<file path="config.mk">
export PLATFORM = sky130hd
export DESIGN_NAME = t02_keypad_scanner
export DESIGN_NICKNAME = d
export VERILOG_FILES = /design/src/rtl/t02_keypad_scanner.sv
export SDC_FILE = /design/constraint.sdc
export NUM_CORES = 1
export LEC_CHECK = 0
export CAP_MARGIN = 20
export CORE_UTILIZATION = 40
export CTS_BUF_LIST = sky130_fd_sc_hd__clkbuf_16
export CTS_CLUSTER_DIAMETER = 80
export DETAILED_ROUTE_END_ITERATION = 16
export DONT_BUFFER_PORTS = 1
export PLACE_DENSITY = 0.54
export REMOVE_ABC_BUFFERS = 1
export SYNTH_ARGS = -nofsm -noshare
export SYNTH_HDL_FRONTEND = slang
export SYNTH_SLANG_ARGS = --single-unit
</file>
<file path="constraint.sdc">
create_clock -name clk -period 12.1 [get_ports clk]
set_input_delay 1.21 -clock clk [delete_from_list [all_inputs] [get_ports clk]]
set_output_delay 1.21 -clock clk [all_outputs]
set_load 0.01 [all_outputs]
</file>
<file path="src/rtl/t02_keypad_scanner.sv">
// 4x4 matrix keypad scanner: column strobe, row sync/debounce, press detect, key-code FIFO.
// Optional auto-repeat of a held single key is enabled with `define T02_KEYPAD_REPEAT_EN.
module t02_keypad_scanner #(
  parameter int CLK_DIV       = 1000,
  parameter int DEBOUNCE      = 4,
  parameter int FIFO_DEPTH    = 4,
  parameter int REPEAT_FRAMES = 32
) (
  input  logic       clk,
  input  logic       rst,
  input  logic       en,
  input  logic [3:0] read_row,
  output logic [3:0] scan_col,
  output logic [3:0] key_code,
  output logic       key_valid,
  input  logic       key_ack,
  output logic       overflow
);

  localparam int DW = $clog2(CLK_DIV);
  localparam int SW = $clog2(DEBOUNCE + 1);
  localparam int AW = $clog2(FIFO_DEPTH);
  localparam int CW = AW + 1;

  if (CLK_DIV < 4) begin : g_chk_div
    $error("CLK_DIV must be >= 4");
  end
  if (DEBOUNCE < 1) begin : g_chk_deb
    $error("DEBOUNCE must be >= 1");
  end
  if (FIFO_DEPTH < 2 || (FIFO_DEPTH & (FIFO_DEPTH - 1)) != 0) begin : g_chk_fifo
    $error("FIFO_DEPTH must be a power of two >= 2");
  end
  if (REPEAT_FRAMES < 1) begin : g_chk_rep
    $error("REPEAT_FRAMES must be >= 1");
  end

  typedef enum logic {
    IDLE = 1'b0,
    SCAN = 1'b1
  } state_t;

  state_t state, state_next;

  logic [3:0]    sync_a, sync_b;
  logic [1:0]    col;
  logic [DW-1:0] dwell;
  logic          dwell_end, frame_end;
  logic [15:0]   snap, frame_new, prev_frame, committed;
  logic [SW-1:0] stable, stable_next;
  logic          commit, press;
  logic [3:0]    press_code;
  logic          push;
  logic [3:0]    push_code;

  logic [3:0]    mem [FIFO_DEPTH];
  logic [AW-1:0] wr_ptr, rd_ptr;
  logic [CW-1:0] count;
  logic          full, pop, do_push;

  always_ff @(posedge clk or posedge rst) begin
    if (rst) state <= IDLE;
    else     state <= state_next;
  end

  always_comb begin
    state_next = state;
    scan_col   = 4'b0000;
    case (state)
      IDLE: if (en) state_next = SCAN;
      SCAN: begin
        scan_col = 4'b0001 << col;
        if (!en) state_next = IDLE;
      end
      default: state_next = IDLE;
    endcase
  end

  always_ff @(posedge clk or posedge rst) begin
    if (rst) begin
      sync_a <= '0;
      sync_b <= '0;
    end else if (!en) begin
      sync_a <= '0;
      sync_b <= '0;
    end else begin
      sync_a <= read_row;
      sync_b <= sync_a;
    end
  end

  assign dwell_end = (state == SCAN) && (dwell == DW'(CLK_DIV - 1));
  assign frame_end = dwell_end && (col == 2'd3);

  always_ff @(posedge clk or posedge rst) begin
    if (rst) begin
      col   <= '0;
      dwell <= '0;
    end else if (!en) begin
      col   <= '0;
      dwell <= '0;
    end else if (state == SCAN) begin
      if (dwell_end) begin
        dwell <= '0;
        col   <= col + 2'd1;
      end else begin
        dwell <= dwell + DW'(1);
      end
    end
  end

  // Snapshot bit index is col*4 + row; at frame end this is the whole new frame.
  always_comb begin
    frame_new = snap;
    frame_new[{col, 2'b00} +: 4] = sync_b;
  end

  always_comb begin
    if (frame_new == prev_frame)
      stable_next = (stable == SW'(DEBOUNCE)) ? stable : stable + SW'(1);
    else
      stable_next = SW'(1);
  end

  assign commit = frame_end && (stable_next == SW'(DEBOUNCE)) && (frame_new != committed);
  assign press  = commit && (committed == 16'd0) && (frame_new != 16'd0) &&
                  ((frame_new & (frame_new - 16'd1)) == 16'd0);

  // Snapshot index i = col*4 + row, key code = row*4 + col: swap the two halves.
  always_comb begin
    press_code = 4'h0;
    for (int i = 0; i < 16; i++)
      if (frame_new[i]) press_code = {i[1:0], i[3:2]};
  end

  always_ff @(posedge clk or posedge rst) begin
    if (rst) begin
      snap       <= '0;
      prev_frame <= '0;
      stable     <= '0;
      committed  <= '0;
    end else if (!en) begin
      snap       <= '0;
      prev_frame <= '0;
      stable     <= '0;
      committed  <= '0;
    end else begin
      if (dwell_end) snap <= frame_new;
      if (frame_end) begin
        prev_frame <= frame_new;
        stable     <= stable_next;
      end
      if (commit) committed <= frame_new;
    end
  end

`ifdef T02_KEYPAD_REPEAT_EN
  localparam int RW = $clog2(REPEAT_FRAMES + 1);
  logic [RW-1:0] rep_cnt;
  logic          rep_armed, rep_fire;
  logic [3:0]    held_code;

  // Armed only by a genuine press; any later commit (release or extra key) disarms.
  assign rep_fire = frame_end && !commit && rep_armed && (rep_cnt == RW'(REPEAT_FRAMES - 1));

  always_ff @(posedge clk or posedge rst) begin
    if (rst) begin
      rep_cnt   <= '0;
      rep_armed <= 1'b0;
      held_code <= '0;
    end else if (!en) begin
      rep_cnt   <= '0;
      rep_armed <= 1'b0;
      held_code <= '0;
    end else if (commit) begin
      rep_cnt   <= '0;
      rep_armed <= press;
      if (press) held_code <= press_code;
    end else if (frame_end && rep_armed) begin
      rep_cnt <= rep_fire ? '0 : rep_cnt + RW'(1);
    end
  end

  assign push      = press || rep_fire;
  assign push_code = press ? press_code : held_code;
`else
  assign push      = press;
  assign push_code = press_code;
`endif

  assign key_valid = (count != '0);
  assign full      = (count == CW'(FIFO_DEPTH));
  assign pop       = key_ack && key_valid;
  assign do_push   = push && (!full || pop);
  assign key_code  = key_valid ? mem[rd_ptr] : 4'h0;

  always_ff @(posedge clk) begin
    if (do_push) mem[wr_ptr] <= push_code;
  end

  always_ff @(posedge clk or posedge rst) begin
    if (rst) begin
      wr_ptr   <= '0;
      rd_ptr   <= '0;
      count    <= '0;
      overflow <= 1'b0;
    end else if (!en) begin
      wr_ptr   <= '0;
      rd_ptr   <= '0;
      count    <= '0;
      overflow <= 1'b0;
    end else begin
      if (do_push) wr_ptr <= wr_ptr + AW'(1);
      if (pop)     rd_ptr <= rd_ptr + AW'(1);
      if (push && full && !pop) overflow <= 1'b1;
      case ({do_push, pop})
        2'b10:   count <= count + CW'(1);
        2'b01:   count <= count - CW'(1);
        default: count <= count;
      endcase
    end
  end

endmodule

</file>
* After elaboration in Yosys (flattened, before gate mapping) *
Memories as Yosys holds them, arrays and structs flattened.
Index checks and enable logic that the tools add are counted.

storage, ports and cells
  register bits = 80
  RAM bits = 16
  bits of input ports = 8
  output and inout bits = 10
  word-level logic and storage cells = 110
  memories kept = 1

memory list
  name  words  bits a word  read ports  clocked after Yosys merged registers in  wr ports  RTL line  RTL
  mem   4      4            1           0                                        1         56        logic [3:0] mem [FIFO_DEPTH];

operators by class
  add/sub/neg operators = 9
  eq/ne operators = 17
  shifts and indexed selects = 3
  multiplexer cells = 47
  bitwise logic cells = 1
  reductions and logical operators = 19

operators by type and width
  cell                      number
  $mux W16                  6
  $mux W4                   18
  $logic_not A16 Y1         2
  $mux W10                  3
  $mux W3                   6
  $and A16 B16 Y16          1
  $bwmux W16                1
  $eq A16 B16 Y1            1
  $ne A16 B16 Y1            1
  $reduce_bool A16 Y1       1
  $shift A4 B6 Y16 const A  1
  $shiftx A4 B6 Y16         1
  $sub A16 B1 Y16 const B   1
  $mux W2                   7
  $ne A2 B1 Y1 const B      7
  $logic_and A1 B1 Y1       11
  $add A10 B1 Y10 const B   1
  $eq A10 B10 Y1 const B    1
  $eq A3 B3 Y1 const B      3
  $add A2 B1 Y2 const B     3
  $add A3 B1 Y3 const B     2
  $neg A4 Y6                1
  $pmux W3 S2               1
  $mux W1                   5
  other kinds (9)           11

* Logic depth before layout (Yosys ltp) *
Gate-level depths: netlist of the first run.

  depth after elaboration = 18
  mapped depth = 19
  mapped depth without buffers = 15

* Least setup slack after synthesis of the first run *
OpenSTA, ideal clock, no wires.

  path type = register to register
  from = register col[0]
  to = register count[1]
  library setup time = 0.087 ns
  arrival time = 3.952 ns
  data required time = 12.013 ns
  path slack = 8.061 ns
  cell stages (with the launch flop) = 20
  buffers on the path = 4
  clock period less this slack = 4.039 ns
  path through = dfrtp_1 > buf_4 > inv_1 > ha_1 > or3b_1 > buf_2 > o32a_1 > buf_2 > xnor2_1 > nor4_1 > nand2_1 > a311oi_2 > buf_4 > nand3_1 > nand2_1 > fa_1 > nor2b_1 > a21oi_1 > mux2i_1 > a211oi_2

between the ends
  longest elaborated chain between the ends = 15
  elaborated cells on any way between the ends = 25
  classes of those cells = add/sub (2); eq/ne (7); shift (2); mux (4); bitwise (1); reduce/logical (9)

RTL lines
  what                                                      RTL line  RTL
  from (decl)                                               46        logic [1:0] col;
  from (signal assigned)                                    105       col <= col + 2'd1;
  branches (longest 10 deep; another with $sub A16 B1 Y16)  -
  $logic_and A1 B1 Y1 *                                     126       assign press = commit && (committed == 16'd0) && (frame_new != 16'd0) &&
  $logic_and A1 B1 Y1 *                                     194       assign do_push = push && (!full || pop);
  $eq A2 B1 Y1 / $eq A2 B2 Y1 (equally long branches)       216       case ({do_push, pop})
  $pmux W3 S2                                               216
  $mux W3                                                   207       end else if (!en) begin
  to (signal assigned)                                      217       2'b10: count <= count + CW'(1);
  to (signal assigned)                                      218       2'b01: count <= count - CW'(1);
  to (signal assigned)                                      219       default: count <= count;
  to (decl)                                                 58        logic [CW-1:0] count;

Mark *: on every way between the ends.
A chain may end at the register's enable or synchronous reset.

* Final worst setup path of the first run *
Same ends and word-level chain as after synthesis.

==> results of run 1 <==
## cells in the final DEF, fill, tap and decap left out, types with 15 or more instances in the layout
master     n
dfrtp_1   80
nor2_1    69
nand2_1   45
xnor2_1   35
a211oi_1  34
a21oi_1   30
inv_1     19
nand2b_1  16
edfxtp_1  16
o21ai_0   15
## kinds of logic after synthesis
kind of cell / after synthesis
muxes: 13
AOI/OAI and AO/OA: 137
DFF: 96
buffers and inverters: 57
and+or+nand+nor: 233
xor gates and xnor gates: 43
adders and majority gates: 13
## path summary, 6_finish.rpt
check                      slack (ns)                          to                start  cells after the start
max                              7.49        count[1]$_DFFE_PP0P_   col[0]$_DFFE_PP0P_                     15
min                              0.45         sync_b[3]$_DFF_PP0_  sync_a[3]$_DFF_PP0_                      1
min in group asynchronous        0.77        snap[14]$_DFFE_PP0N_                  rst                      2
min reg2reg                      0.45         sync_b[3]$_DFF_PP0_  sync_a[3]$_DFF_PP0_                      1
max reg2reg                      7.49        count[1]$_DFFE_PP0P_   col[0]$_DFFE_PP0P_                     15
max in group asynchronous       10.71  prev_frame[10]$_DFFE_PP0P_                  rst                      3
## through the flow
step	utilization, %	area, um2	setup slack (ns)
final	44.2	6130	7.49
after global routing	44.2	6130	7.01
after CTS	43.8	6080	7.48
after detailed placement	41.6	5770	7.52
after global placement	41.6	5770	7.69
after floorplan	-	5510	7.19
## power groups by stage
stage / clock network (uW) / logic (uW) / registers (uW)
floorplan: 0 / 20.5 / 338
global placement: 0 / 27.7 / 339
detailed placement: 0 / 27.9 / 339
CTS: 312 / 28.1 / 333
global route: 323 / 33.8 / 333
finish: 303 / 29.4 / 333
## area by class of cell
class	count	area, um2	share of cell area [%]
inverter	21	80.1	1.31
timing repair buffer	6	77.6	1.27
multi-input combinational	439	2950	48.2
clock inverter	7	86.3	1.41
sequential	96	2480	40.5
tap	180	225	3.67
clock buffer	9	225	3.67
## per-layer routing
layer  wire, um  vias up  GRT usage (%)
li1           -     2081              -
met1       6460     2084           28.4
met2       6620      103           32.7
met3        612       16           4.18
met4        228        0           8.56
met5          0        -              0
## registers in the layout (all words and copies together) (netlist names), 3 cells and up
name	flops
committed	16
mem	16
prev_frame	16
snap	16
dwell	10
sync_a	4
sync_b	4
count	3
stable	3
==> run summary, run 1 <==
Placed cells - 740
Pint - 519 uW
Critical-path maximum fanout - 17
Critical path capture point type - flip-flop
Yosys top cell by area - dfrtp_1
Status - finished, final reports clean
Simple-Gate Fraction of Synth Area - 21.9%
Share of the synthesized area in the top cell type - 35.2%
Ys Warns - 0
Number of synthesized flops with an enable pin - 16
CTS root buf - clkbuf_16
Startpoint Class - flip-flop
CP Class - flip-flop to flip-flop
Fin. Hold Viols - 0
FP Rows - 43
Endpoints failing setup - 0
VDD IR-drop max - 0.0000821 V
Die area - 14700 um2
Leakage - 0.00235 uW
Max Cap Viol - 0
Post-CTS setup buffer count - 0
HP Class - flip-flop to flip-flop
Pwr Total - 665 uW
Number of global-route vias before repair - 4255
Post-Synth XOR/XNOR Area - 6.62%
Post-synthesis mux area share - 3.19%
Sequential power share - 50.0%
# hold bufs at CTS - 0
Slew Limit Headroom - 34.4%
Async S/R FF share, synth - 83.3%
Net count, final - 594
Slew of the pin with the lowest slew margin - 0.979 ns
CTS Buffer Depth - 2
#FFs+latches synth - 96
Grt ovf - 0
Via count - 4284
Io pins - 18
Kind of cell with the highest combined delay on the critical path - simple AND/OR/NAND/NOR gates
Starting DRT DRC Count - 270
Residual DRC count - 0
Final Slew Violations - 0
Largest net degree at the start of global routing - 81
Share of cells above drive strength 1 - 8.30%
Fillers - 1330
DR WL/cell - 18.4 um
Sequential area share after synthesis - 43.6%
CTS tree - done
Largest family of logic cells by synthesized area - simple AND/OR/NAND/NOR gates
Die width - 121 um
Crit-path slowest cell - or3b_1
Adder-Cell Fraction of Synth Area - 2.99%
Max stage delay on crit path - 0.56 ns
Non-Filler Instances - 758
Clk network pwr share - 45.6%
Number of port buffers - 0
Layout area overhead - 7.74%
Clk_lat worst skew - 0.35 ns
Initial antenna violation count - 0
Combinational power share - 4.4%
Synth top area cells - dfrtp_1, edfxtp_1, xnor2_1
All-Layer GR Usage - 21.0%
Setup tns final - 0 ns
Top_reg_cell synth - dfrtp_1
Mapped Area - 5690 um2
Drt first pass iters - 4
Initial core utilization - 41.0%
Drt total wl - 13900 um
Clk sink count - 96
Crit-path cells - inv_1, ha_1, or3b_1, o22a_1, xnor2_1, nor4_1, nand3_1, a311oi_2, nand3_1, nand2_1, fa_1, nor2b_1, a21oi_1, mux2i_1, a211oi_2
Crit path DAT - 4.88 ns
PwrDens - 109 nW/um2
Core ar. - 13900 um2
Post-DP HPWL - 9810 um
Hold WS - 0.451 ns
Syn Area/Cell - 9.61 um2
P_sw - 147 uW
Cell mode on critical path - nand3_1
Final period utilization - 38.1%
First-pass GRT wire length - 23300 um
Synth Area in Compound Gates - 17.2%
Switching share of power - 22.0%
GP Congestion - 0.817
Worst-path clk slew - 0.07 ns
H-tree depth - 3
List of most frequent post-synthesis cells - dfrtp_1, nor2_1, nand2_1
Post-CTS resize count - 0
CTS Buf Count - 9
Most common cell in the netlist - dfrtp_1
Antenna-violating nets left - 0
Worst EP required - 12.37 ns
Crit path buffers/inverters - 1
Diode count - 0
Max Clock Skew - 0.00604 ns
Cells after Synth - 592
Via-per-instance ratio - 5.65
Unrepaired setup endpoints after global routing - false
Final min period - 4.61 ns
Die Height - 121 um
Max Fclk - 0.217 GHz
Cell variety after synth - 71
No activity file was read; power rests on OpenSTA's default activity.
==> run 2: changes to the inputs <==
Clock period 12.1 ns to 4.45 ns, I/O delays scaled along.
==> run 2 against run 1 <==
  * First-iteration DRC count grew 44%
  * Maximum frequency grew 12%
  * Sequential cell count is the same
  * Via count grew 0.75%
  * Power grew to 2.6 times the previous value
  * Clock power grew to 2.5 times the previous value
  * Critical path depth is the same
  * Critical path type unchanged
  * Register-to-register slack lost 7.2 ns
  * Core utilization grew 0.62 points
  * Cell area grew 1.4%
  * Largest power group unchanged
==> run summary, run 2 (synthesized netlist as in run 1, its figures left out) <==
Max Clock Skew - 0.00803 ns (was 0.00604 ns)
CP Class - flip-flop to flip-flop (unchanged)
Layout area overhead - 9.26% (was 7.74%)
Largest net degree at the start of global routing - 60 (was 81)
Commonest cells after routing, fill and taps aside - dfrtp_1, nor2_1, nand2_1 (unchanged)
Hold WS - 0.107 ns (was 0.451 ns)
Cell mode on critical path - nand2_1 (was nand3_1)
Share of cells above drive strength 1 - 10.9% (was 8.30%)
Leakage - 0.00241 uW (was 0.00235 uW)
Commonest non-fill, non-tap cell in the layout - dfrtp_1 (unchanged)
Unrepaired setup endpoints after global routing - false (unchanged)
H-tree depth - 3 (unchanged)
Number of port buffers - 0 (unchanged)
Clk_lat worst skew - 0.35 ns (about the same)
Post-DP HPWL - 10100 um (was 9810 um)
Placed cells - 754 (was 740)
Residual DRC count - 0 (unchanged)
Final min period - 4.11 ns (was 4.61 ns)
Diode count - 0 (unchanged)
Status - finished, final reports clean (unchanged)
PwrDens - 281 nW/um2 (was 109 nW/um2)
CTS Buffer Depth - 2 (unchanged)
Crit-path slowest cell - or3b_1 (unchanged)
First-pass GRT wire length - 23000 um (was 23300 um)
GP Congestion - 0.853 (was 0.817)
CTS root buf - clkbuf_16 (unchanged)
Grt ovf - 0 (unchanged)
VDD IR-drop max - 0.000208 V (was 0.0000821 V)
Die area - 14700 um2 (unchanged)
Number of global-route vias before repair - 4338 (was 4255)
Non-Filler Instances - 774 (was 758)
CTS Buf Count - 9 (unchanged)
Io pins - 18 (unchanged)
Critical-path maximum fanout - 8 (was 17)
Clk sink count - 96 (unchanged)
Max Cap Viol - 0 (unchanged)
Die Height - 121 um (unchanged)
Slew of the pin with the lowest slew margin - 0.840 ns (was 0.979 ns)
Max Fclk - 0.243 GHz (was 0.217 GHz)
Fin. Hold Viols - 0 (unchanged)
Crit-path cells - inv_1, ha_1, or3b_1, nor3b_2, o21ai_1, nand2_1, a31oi_1, nor4_4, nand3_1, nand2_1, fa_1, nor2b_1, a21oi_1, mux2i_1, a211oi_2 (was inv_1, ha_1, or3b_1, o22a_1, xnor2_1, nor4_1, nand3_1, a311oi_2, nand3_1, nand2_1, fa_1, nor2b_1, a21oi_1, mux2i_1, a211oi_2)
Critical path capture point type - flip-flop (unchanged)
Max stage delay on crit path - 0.51 ns (was 0.56 ns)
Final Slew Violations - 0 (unchanged)
CTS tree - done (unchanged)
Antenna-violating nets left - 0 (unchanged)
Net count, final - 610 (was 594)
Setup tns final - 0 ns (unchanged)
Final period utilization - 92.4% (was 38.1%)
Worst-path clk slew - 0.07 ns (about the same)
All-Layer GR Usage - 20.8% (was 21.0%)
# hold bufs at CTS - 0 (unchanged)
Core ar. - 13900 um2 (unchanged)
DR WL/cell - 18.0 um (was 18.4 um)
Drt first pass iters - 4 (unchanged)
Worst EP required - 4.72 ns (was 12.37 ns)
Slew Limit Headroom - 44.0% (was 34.4%)
Drt total wl - 13900 um (about the same)
Via count - 4316 (was 4284)
Initial antenna violation count - 0 (unchanged)
FP Rows - 43 (unchanged)
Endpoints failing setup - 0 (unchanged)
Via-per-instance ratio - 5.58 (was 5.65)
Starting DRT DRC Count - 390 (was 270)
Die width - 121 um (unchanged)
HP Class - input port to async pin (was flip-flop to flip-flop)
Initial core utilization - 41.0% (unchanged)
Startpoint Class - flip-flop (unchanged)
Crit path DAT - 4.38 ns (was 4.88 ns)
run 2: changes by cell type in the layout (fill, tap and decap cells not counted), sizes merged:
cell      previous run  this run
buf                  6        22
clkinv               5         7
bufinv               2         1
clkinvlp             1         0
run 2: final timing paths:
check                                    startpoint                        end  slack (ns)  cells past startpoint
min in group clk                                 en            state$_DFF_PP0_        0.13                      0
max in group asynchronous                       rst  prev_frame[0]$_DFFE_PP0P_        3.38                      2
worst min-delay path                            rst       snap[14]$_DFFE_PP0N_        0.11                      1
worst max register to register   col[1]$_DFFE_PP0P_       count[1]$_DFFE_PP0P_        0.34                     15
worst min register to register  sync_a[0]$_DFF_PP0_        sync_b[0]$_DFF_PP0_        0.45                      1
worst max-delay path             col[1]$_DFFE_PP0P_       count[1]$_DFFE_PP0P_        0.34                     15
run 2: critical path, delay by kind of cell, from the launching register on:
kind                     cells  cell delay [ns]
buffers and inverters        1             0.09
AND/OR/NAND/NOR              7             1.99
multiplexers                 1             0.09
flip-flops                   1             0.39
adder cells (fa/ha/maj)      2             0.86
AO/OA/AOI/OAI                4             0.60
run 2: metrics by stage:
step	area [um2]	utilization [%]	setup WS, ns	total power (uW)
finish	6220	44.8	0.336	1750
global route	6220	44.8	0.0912	1820
CTS	6160	44.4	0.227	1770
detailed placement	5880	42.3	0.253	999
global placement	5880	42.3	0.359	998
floorplan	5510	-	-0.459	974
run 2: final cells by class:
type / count / area [um2]
Fill cell: 1351 / 7660
Multi-Input combinational cell: 439 / 2960
Sequential cell: 96 / 2480
Clock buffer: 9 / 225
Tap cell: 180 / 225
Timing Repair Buffer: 22 / 181
Inverter: 21 / 80.1
Clock inverter: 7 / 62.6
run 2: repair_timing:
action | in CTS | in global routing
setup endpoints to repair | 0 | 2
resized for setup | 0 | 1
buffers inserted | 0 | 2
run 2: layer usage:
metal | global-route usage (%) | vias to the layer above | share of wire (%)
met4 | 10.1 | 0 | 2.6
met5 | 0 | - | 0
li1 | - | 2109 | -
met1 | 27.3 | 2111 | 46
met3 | 3.99 | 18 | 3.7
met2 | 32.8 | 78 | 47
run 2: power breakdown:
part	switching (uW)	internal (uW)
Clock	332	431
Sequential	7.19	897
Combinational	55.5	26.5
Total	395	1350
